==> src/rtl/enemy_wave_controller_pkg.sv <==
// Shared types and constants for the enemy wave controller.
package enemy_wave_controller_pkg;

  typedef enum logic [1:0] {
    IDLE      = 2'd0,
    PLAY      = 2'd1,
    GAME_OVER = 2'd2
  } state_t;

  localparam int N_SLOTS = 10;

  // Fibonacci taps 16,14,13,11 expressed as bit positions 15,13,12,10.
  localparam logic [15:0] LFSR_TAPS = 16'hB400;

  localparam logic [7:0] X_MAX = 8'd143;

  // Number of set bits in a slot mask.
  function automatic logic [3:0] count_ones(input logic [N_SLOTS-1:0] v);
    logic [3:0] n;
    n = '0;
    for (int i = 0; i < N_SLOTS; i++) begin
      n = n + {3'b000, v[i]};
    end
    return n;
  endfunction

  // Folds a raw LFSR byte into the visible x range 0..X_MAX.
  function automatic logic [7:0] fold_x(input logic [7:0] raw);
    return (raw > X_MAX) ? (raw - 8'd128) : raw;
  endfunction

endpackage

==> src/rtl/enemy_wave_controller_slot_allocator.sv <==
// Picks the lowest-index free slot from a free mask.
module enemy_wave_controller_slot_allocator
  import enemy_wave_controller_pkg::*;
(
  input  logic [N_SLOTS-1:0] free_mask,
  output logic               found,
  output logic [3:0]         slot
);

  // Scan from the top down so the lowest free index is the one left standing.
  always_comb begin
    found = 1'b0;
    slot  = '0;
    for (int i = N_SLOTS - 1; i >= 0; i--) begin
      if (free_mask[i]) begin
        found = 1'b1;
        slot  = 4'(i);
      end
    end
  end

endmodule

==> src/rtl/enemy_wave_controller.sv <==
// Game sequencer for the ten enemy slots: spawning, retiring, scoring and game state.
module enemy_wave_controller
  import enemy_wave_controller_pkg::*;
#(
  parameter int          SPAWN_TICKS     = 50_000_000,
  parameter int          KILLS_PER_LEVEL = 8,
  parameter int          MAX_MISSES      = 3,
  parameter logic [15:0] LFSR_SEED       = 16'hACE1
) (
  input  logic                 clk,
  input  logic                 reset_n,
  input  logic                 start,
  input  logic [N_SLOTS-1:0]   hit,
  input  logic [N_SLOTS-1:0]   touch_edge,
  output logic [N_SLOTS-1:0]   c_en,
  output logic [N_SLOTS-1:0]   des,
  output logic                 move_en,
  output logic [1:0]           flying_rate,
  output logic                 spawn_valid,
  output logic [3:0]           spawn_slot,
  output logic [7:0]           spawn_x,
  output logic [7:0]           kills,
  output logic [1:0]           misses,
  output logic                 game_over
);

  localparam logic [4:0] MISS_LIMIT = 5'(MAX_MISSES);

  state_t             state;
  state_t             state_next;
  logic               begin_game;
  logic               end_game;
  logic               in_play;
  logic [N_SLOTS-1:0] retire;
  logic [N_SLOTS-1:0] kill_mask;
  logic [N_SLOTS-1:0] miss_mask;
  logic [N_SLOTS-1:0] free_mask;
  logic [N_SLOTS-1:0] launch_mask;
  logic [8:0]         kill_total;
  logic [4:0]         miss_total;
  logic [7:0]         kills_next;
  logic [1:0]         misses_next;
  logic [7:0]         kills_div;
  logic [1:0]         level_calc;
  logic [1:0]         level;
  logic [31:0]        timer;
  logic [31:0]        reload;
  logic               pending;
  logic               expire;
  logic               launch;
  logic               found;
  logic [3:0]         free_slot;
  logic [15:0]        lfsr;

  enemy_wave_controller_slot_allocator u_alloc (
    .free_mask (free_mask),
    .found     (found),
    .slot      (free_slot)
  );

  // Slot events, counter arithmetic and the launch decision for this cycle.
  always_comb begin
    in_play     = (state == PLAY);
    retire      = in_play ? (c_en & (hit | touch_edge)) : '0;
    kill_mask   = retire & hit;
    miss_mask   = retire & touch_edge & ~hit;
    kill_total  = {1'b0, kills} + {5'b00000, count_ones(kill_mask)};
    kills_next  = kill_total[8] ? 8'hFF : kill_total[7:0];
    miss_total  = {3'b000, misses} + {1'b0, count_ones(miss_mask)};
    misses_next = (miss_total >= MISS_LIMIT) ? MISS_LIMIT[1:0] : miss_total[1:0];
    kills_div   = kills / 8'(KILLS_PER_LEVEL);
    level_calc  = (kills_div > 8'd3) ? 2'd3 : kills_div[1:0];
    reload      = 32'(SPAWN_TICKS) >> level;
    expire      = in_play && (timer <= 32'd1);
    free_mask   = ~c_en & ~des & ~retire;
    launch      = in_play && !end_game && pending && found;
    launch_mask = launch ? (10'(1) << free_slot) : '0;
  end

  // Next-state logic for IDLE / PLAY / GAME_OVER.
  always_comb begin
    state_next = state;
    begin_game = 1'b0;
    end_game   = 1'b0;
    case (state)
      IDLE: begin
        if (start) begin
          state_next = PLAY;
          begin_game = 1'b1;
        end
      end
      PLAY: begin
        if (miss_total >= MISS_LIMIT) begin
          state_next = GAME_OVER;
          end_game   = 1'b1;
        end
      end
      GAME_OVER: begin
        if (start) begin
          state_next = PLAY;
          begin_game = 1'b1;
        end
      end
      default: state_next = IDLE;
    endcase
  end

  // State register.
  always_ff @(posedge clk) begin
    if (!reset_n) state <= IDLE;
    else          state <= state_next;
  end

  // Slot enables, clear pulses and the launch report.
  always_ff @(posedge clk) begin
    if (!reset_n) begin
      c_en        <= '0;
      des         <= '0;
      spawn_valid <= 1'b0;
      spawn_slot  <= '0;
      spawn_x     <= '0;
    end else begin
      spawn_valid <= launch;
      if (launch) begin
        spawn_slot <= free_slot;
        spawn_x    <= fold_x(lfsr[7:0]);
      end
      if (begin_game) begin
        c_en <= '0;
        des  <= '1;
      end else if (end_game) begin
        c_en <= '0;
        des  <= c_en;
      end else begin
        c_en <= (c_en & ~retire) | launch_mask;
        des  <= retire;
      end
    end
  end

  // Kill/miss counters and the level derived from kills one cycle later.
  always_ff @(posedge clk) begin
    if (!reset_n || begin_game) begin
      kills  <= '0;
      misses <= '0;
      level  <= '0;
    end else begin
      kills  <= kills_next;
      misses <= misses_next;
      level  <= level_calc;
    end
  end

  // Spawn timer expires as it steps from 1 to 0, so the period equals the reload value.
  always_ff @(posedge clk) begin
    if (!reset_n) begin
      timer   <= '0;
      pending <= 1'b0;
    end else if (begin_game) begin
      timer   <= 32'(SPAWN_TICKS);
      pending <= 1'b0;
    end else if (in_play) begin
      timer <= expire ? reload : (timer - 32'd1);
      if (expire)      pending <= 1'b1;
      else if (launch) pending <= 1'b0;
    end
  end

  // Free-running x-position LFSR.
  always_ff @(posedge clk) begin
    if (!reset_n) lfsr <= LFSR_SEED;
    else          lfsr <= {lfsr[14:0], ^(lfsr & LFSR_TAPS)};
  end

  assign move_en     = (state == PLAY);
  assign game_over   = (state == GAME_OVER);
  assign flying_rate = level;

endmodule
==> config.mk <==
export PLATFORM = sky130hd
export DESIGN_NAME = enemy_wave_controller
export DESIGN_NICKNAME = d
export VERILOG_FILES = /design/src/rtl/enemy_wave_controller_pkg.sv /design/src/rtl/enemy_wave_controller_slot_allocator.sv /design/src/rtl/enemy_wave_controller.sv
export SDC_FILE = /design/constraint.sdc
export NUM_CORES = 1
export LEC_CHECK = 0
export ABC_CLOCK_PERIOD_IN_PS = 6200
export BUFFER_PORTS_ARGS = -buffer_cell sky130_fd_sc_hd__buf_2
export CAP_MARGIN = 20
export CORE_UTILIZATION = 52
export CTS_CLUSTER_SIZE = 40
export DETAILED_ROUTE_END_ITERATION = 16
export HOLD_SLACK_MARGIN = 0.08
export PLACE_DENSITY = 0.73
export SETUP_SLACK_MARGIN = 0.2
export SLEW_MARGIN = 10
export SYNTH_ARGS = -nofsm -noshare
export SYNTH_HDL_FRONTEND = slang
export SYNTH_SLANG_ARGS = --single-unit
==> constraint.sdc <==
create_clock -name clk -period 6.2 [get_ports clk]
set_input_delay 0.62 -clock clk [delete_from_list [all_inputs] [get_ports clk]]
set_output_delay 0.62 -clock clk [all_outputs]
set_load 0.05 [all_outputs]
==> run metrics <==
Ports=70; fin crit share=0.918; Clock Latency Late Sink=approximately 0.37 ns; power per cell area=roughly 230 nW/µm²; critical path type=reg2reg; DR vias=about 4700; Total GRT Usage=0.266; via density per instance=~6.0; Main synth FF type=dfxtp_1; commonest non-fill, non-tap cell in the layout=dfxtp_1; first-pass GRT wire length=21000 µm; Seq/Total Area, Yosys=0.384; post-DP HPWL=between 9000 and 10000 µm; Final min period=between 5 and 6 ns; worst-margin pin slew=around 0.86 ns; synth top area cells=dfxtp_1 38%, fa_1 5.6%, nor2_1 5.2%; Final Util=0.606; Synth Area in Adders=0.0809; vias in the first global route=around 4400; count of final hold-check violations=0; outcome=complete, no violations; relative slew slack=0.428; CP Capture Type=flop; Crit path required time=6.50 ns; Compound-Gate Fraction of Synth Area=0.163; skew final=0.00963 ns; die footprint=between 10000 and 15000 µm²; Die Y=between 100 and 150 µm; Synth top area share=0.384; Post-DRT Antenna Nets=0; Ant. Diodes=0; VDD IR-drop max=between 0.1 and 0.15 mV; Max Freq=176 MHz; setup violators final=0; max-slew violations=0; layout cells sized above 1=0.163; CTS Buf Count=9; chip width=between 100 and 150 µm; Post-Synthesis Cells=approximately 580; post-synthesis xor/xnor area fraction=0.0315; routed wire length=13000 µm; Starting DRT DRC Count=234; crit path max fanout=14; Synth area leader=dfxtp_1; Syn Nets=roughly 630; Cells after DPL=758; Simple-Gate Fraction of Synth Area=0.275; Max H-tree Level=3; routed len/inst=about 17 µm; initial core utilization=0.539; ys async rst share=0; Worst Hold Class=reg2reg; Avg Cell Area, Syn=about 8.6 µm²; synth warn=0; Max-cap violations=0; Clk pin slew, worst setup/hold paths=about 0.1 ns; DRC Markers=0; multiplexer share of the synthesized area=0.0220; CTS tree=done; Synth Register Bits=96; Area growth syn-to-layout=12.3%; Core Rows=35; placer's final routability congestion estimate=approximately 0.90; number of enable flip-flop cells after synthesis=0; final cell count without fillers=~770; synth unique cells=57; Leakage=between 2 and 2.5 nW; CTS root buf=clkbuf_8; initial antenna violation count=0; Core ar.=around 9300 µm²; synthesized cell area=5010 µm²; startpoint types=flop; Sink Count=96; pin count of the biggest net entering global routing=35; CTS Buffer Depth=2; RSZ-0062 raised after global routing=false; iteration count of the initial detailed-routing pass=5; largest family of logic cells by synthesized area=simple AND/OR/NAND/NOR gates; I/O Buffers=about 70; grt total ovfl=0; worst path arrival time=5.99 ns; most frequent cells in the layout=96 x dfxtp_1, 70 x nor2_1, 69 x buf_2; setup TNS=0 ns; layout net count=between 600 and 700
## kinds of logic after synthesis
logic type | Yosys count
AND/OR/NAND/NOR | 256
AO/OA/AOI/OAI | 125
flip-flops | 96
buffers and inverters | 52
adder cells (fa/ha/maj) | 24
XOR/XNOR | 18
multiplexers | 11
## power breakdown
part,total (mW),internal [mW],switching [mW]
sequential,0.674,0.644,0.0293
combinational,0.234,0.0830,0.151
clock,0.386,0.152,0.235
total,1.29,0.879,0.415
## cells in the mapped netlist, types with 4 or more instances
master,n
clkbuf_1,22
xnor2_1,10
a22oi_1,4
or4_1,11
nor4_1,19
o21ai_0,16
o22ai_1,14
a31oi_1,15
o211ai_1,10
and2_1,12
nor3b_1,8
nand2_1,38
nor2_1,70
dfxtp_1,96
nand4_1,5
and3_1,10
or2_2,4
or3_1,11
nor4b_1,4
fa_1,14
nand3_1,16
o31a_1,6
xor2_1,8
nand2b_1,13
nor3_1,16
ha_1,10
a21oi_1,31
nor2b_1,7
inv_1,21
mux2i_1,11
## metal layers
metal  vias up  share of wire  wire [µm]  global-route usage
li1       2235              -          -                   -
met1      2199           0.42       5480               0.340
met2       216           0.47       6050               0.424
met3        32          0.086       1120              0.0696
met4         0          0.027        348               0.115
met5         -              0          0                   0
## critical path, cell delays in order, from the launching register on
cell	delay (ns)
dfxtp_1	0.35
nand2b_1	0.14
clkinv_1	0.33
o211ai_1	0.32
nor3b_1	0.12
fa_1	0.55
inv_1	0.06
fa_1	0.47
inv_1	0.05
fa_1	0.51
fa_1	0.48
fa_1	0.46
and2_1	0.21
or4_1	0.53
nor4_2	0.37
or4b_1	0.50
o22ai_1	0.16
## layout make-up
class	count	area [µm²]
flip-flops and latches	96	1920
clock buffers	10	128
clock inverters	6	51.3
repair buffers	76	398
multi-input cells	434	2880
inverters	23	86.3
fillers	854	3660
well taps	129	161
## metrics by stage
step | cell area, µm² | power [mW] | hold WS, ns | setup WS, ns
after floorplan | 5010 | 0.862 | 0.386 | 0.762
after global placement | 5440 | 0.911 | 0.391 | 0.698
after detailed placement | 5440 | 0.917 | 0.396 | 0.495
after CTS | 5620 | 1.30 | 0.423 | 0.427
after global routing | 5620 | 1.36 | 0.459 | 0.289
final | 5620 | 1.29 | 0.428 | 0.510
## flip-flops by register name (all words and copies together) (netlist names)
| signal | flops |
|---|---|
| spawn_slot | 4 |
| lfsr | 16 |
| kills | 8 |
| pending | 1 |
| spawn_x | 8 |
| state | 2 |
| c_en | 10 |
| misses | 2 |
| timer | 32 |
| spawn_valid | 1 |
| des | 10 |
| flying_rate | 2 |
## final timing paths
check,start,endpoint,slack (ns),depth (start not counted)
setup reg to reg,state[1],c_en[5],0.51,16
hold reg to reg,lfsr[9],lfsr[10],0.43,1
setup / recovery,state[1],c_en[5],0.51,16
hold / removal,lfsr[9],lfsr[10],0.43,1
## repair_timing
| action | CTS | global route |
|---|---|---|
| gates resized for setup | 0 | 1 |
| endpoints found under the hold margin | 0 | 0 |
| buffers inserted | 0 | 0 |
| endpoints found under the setup margin | 0 | 2 |
| hold buffers | 0 | 0 |
(Power assumes the default switching activity.)
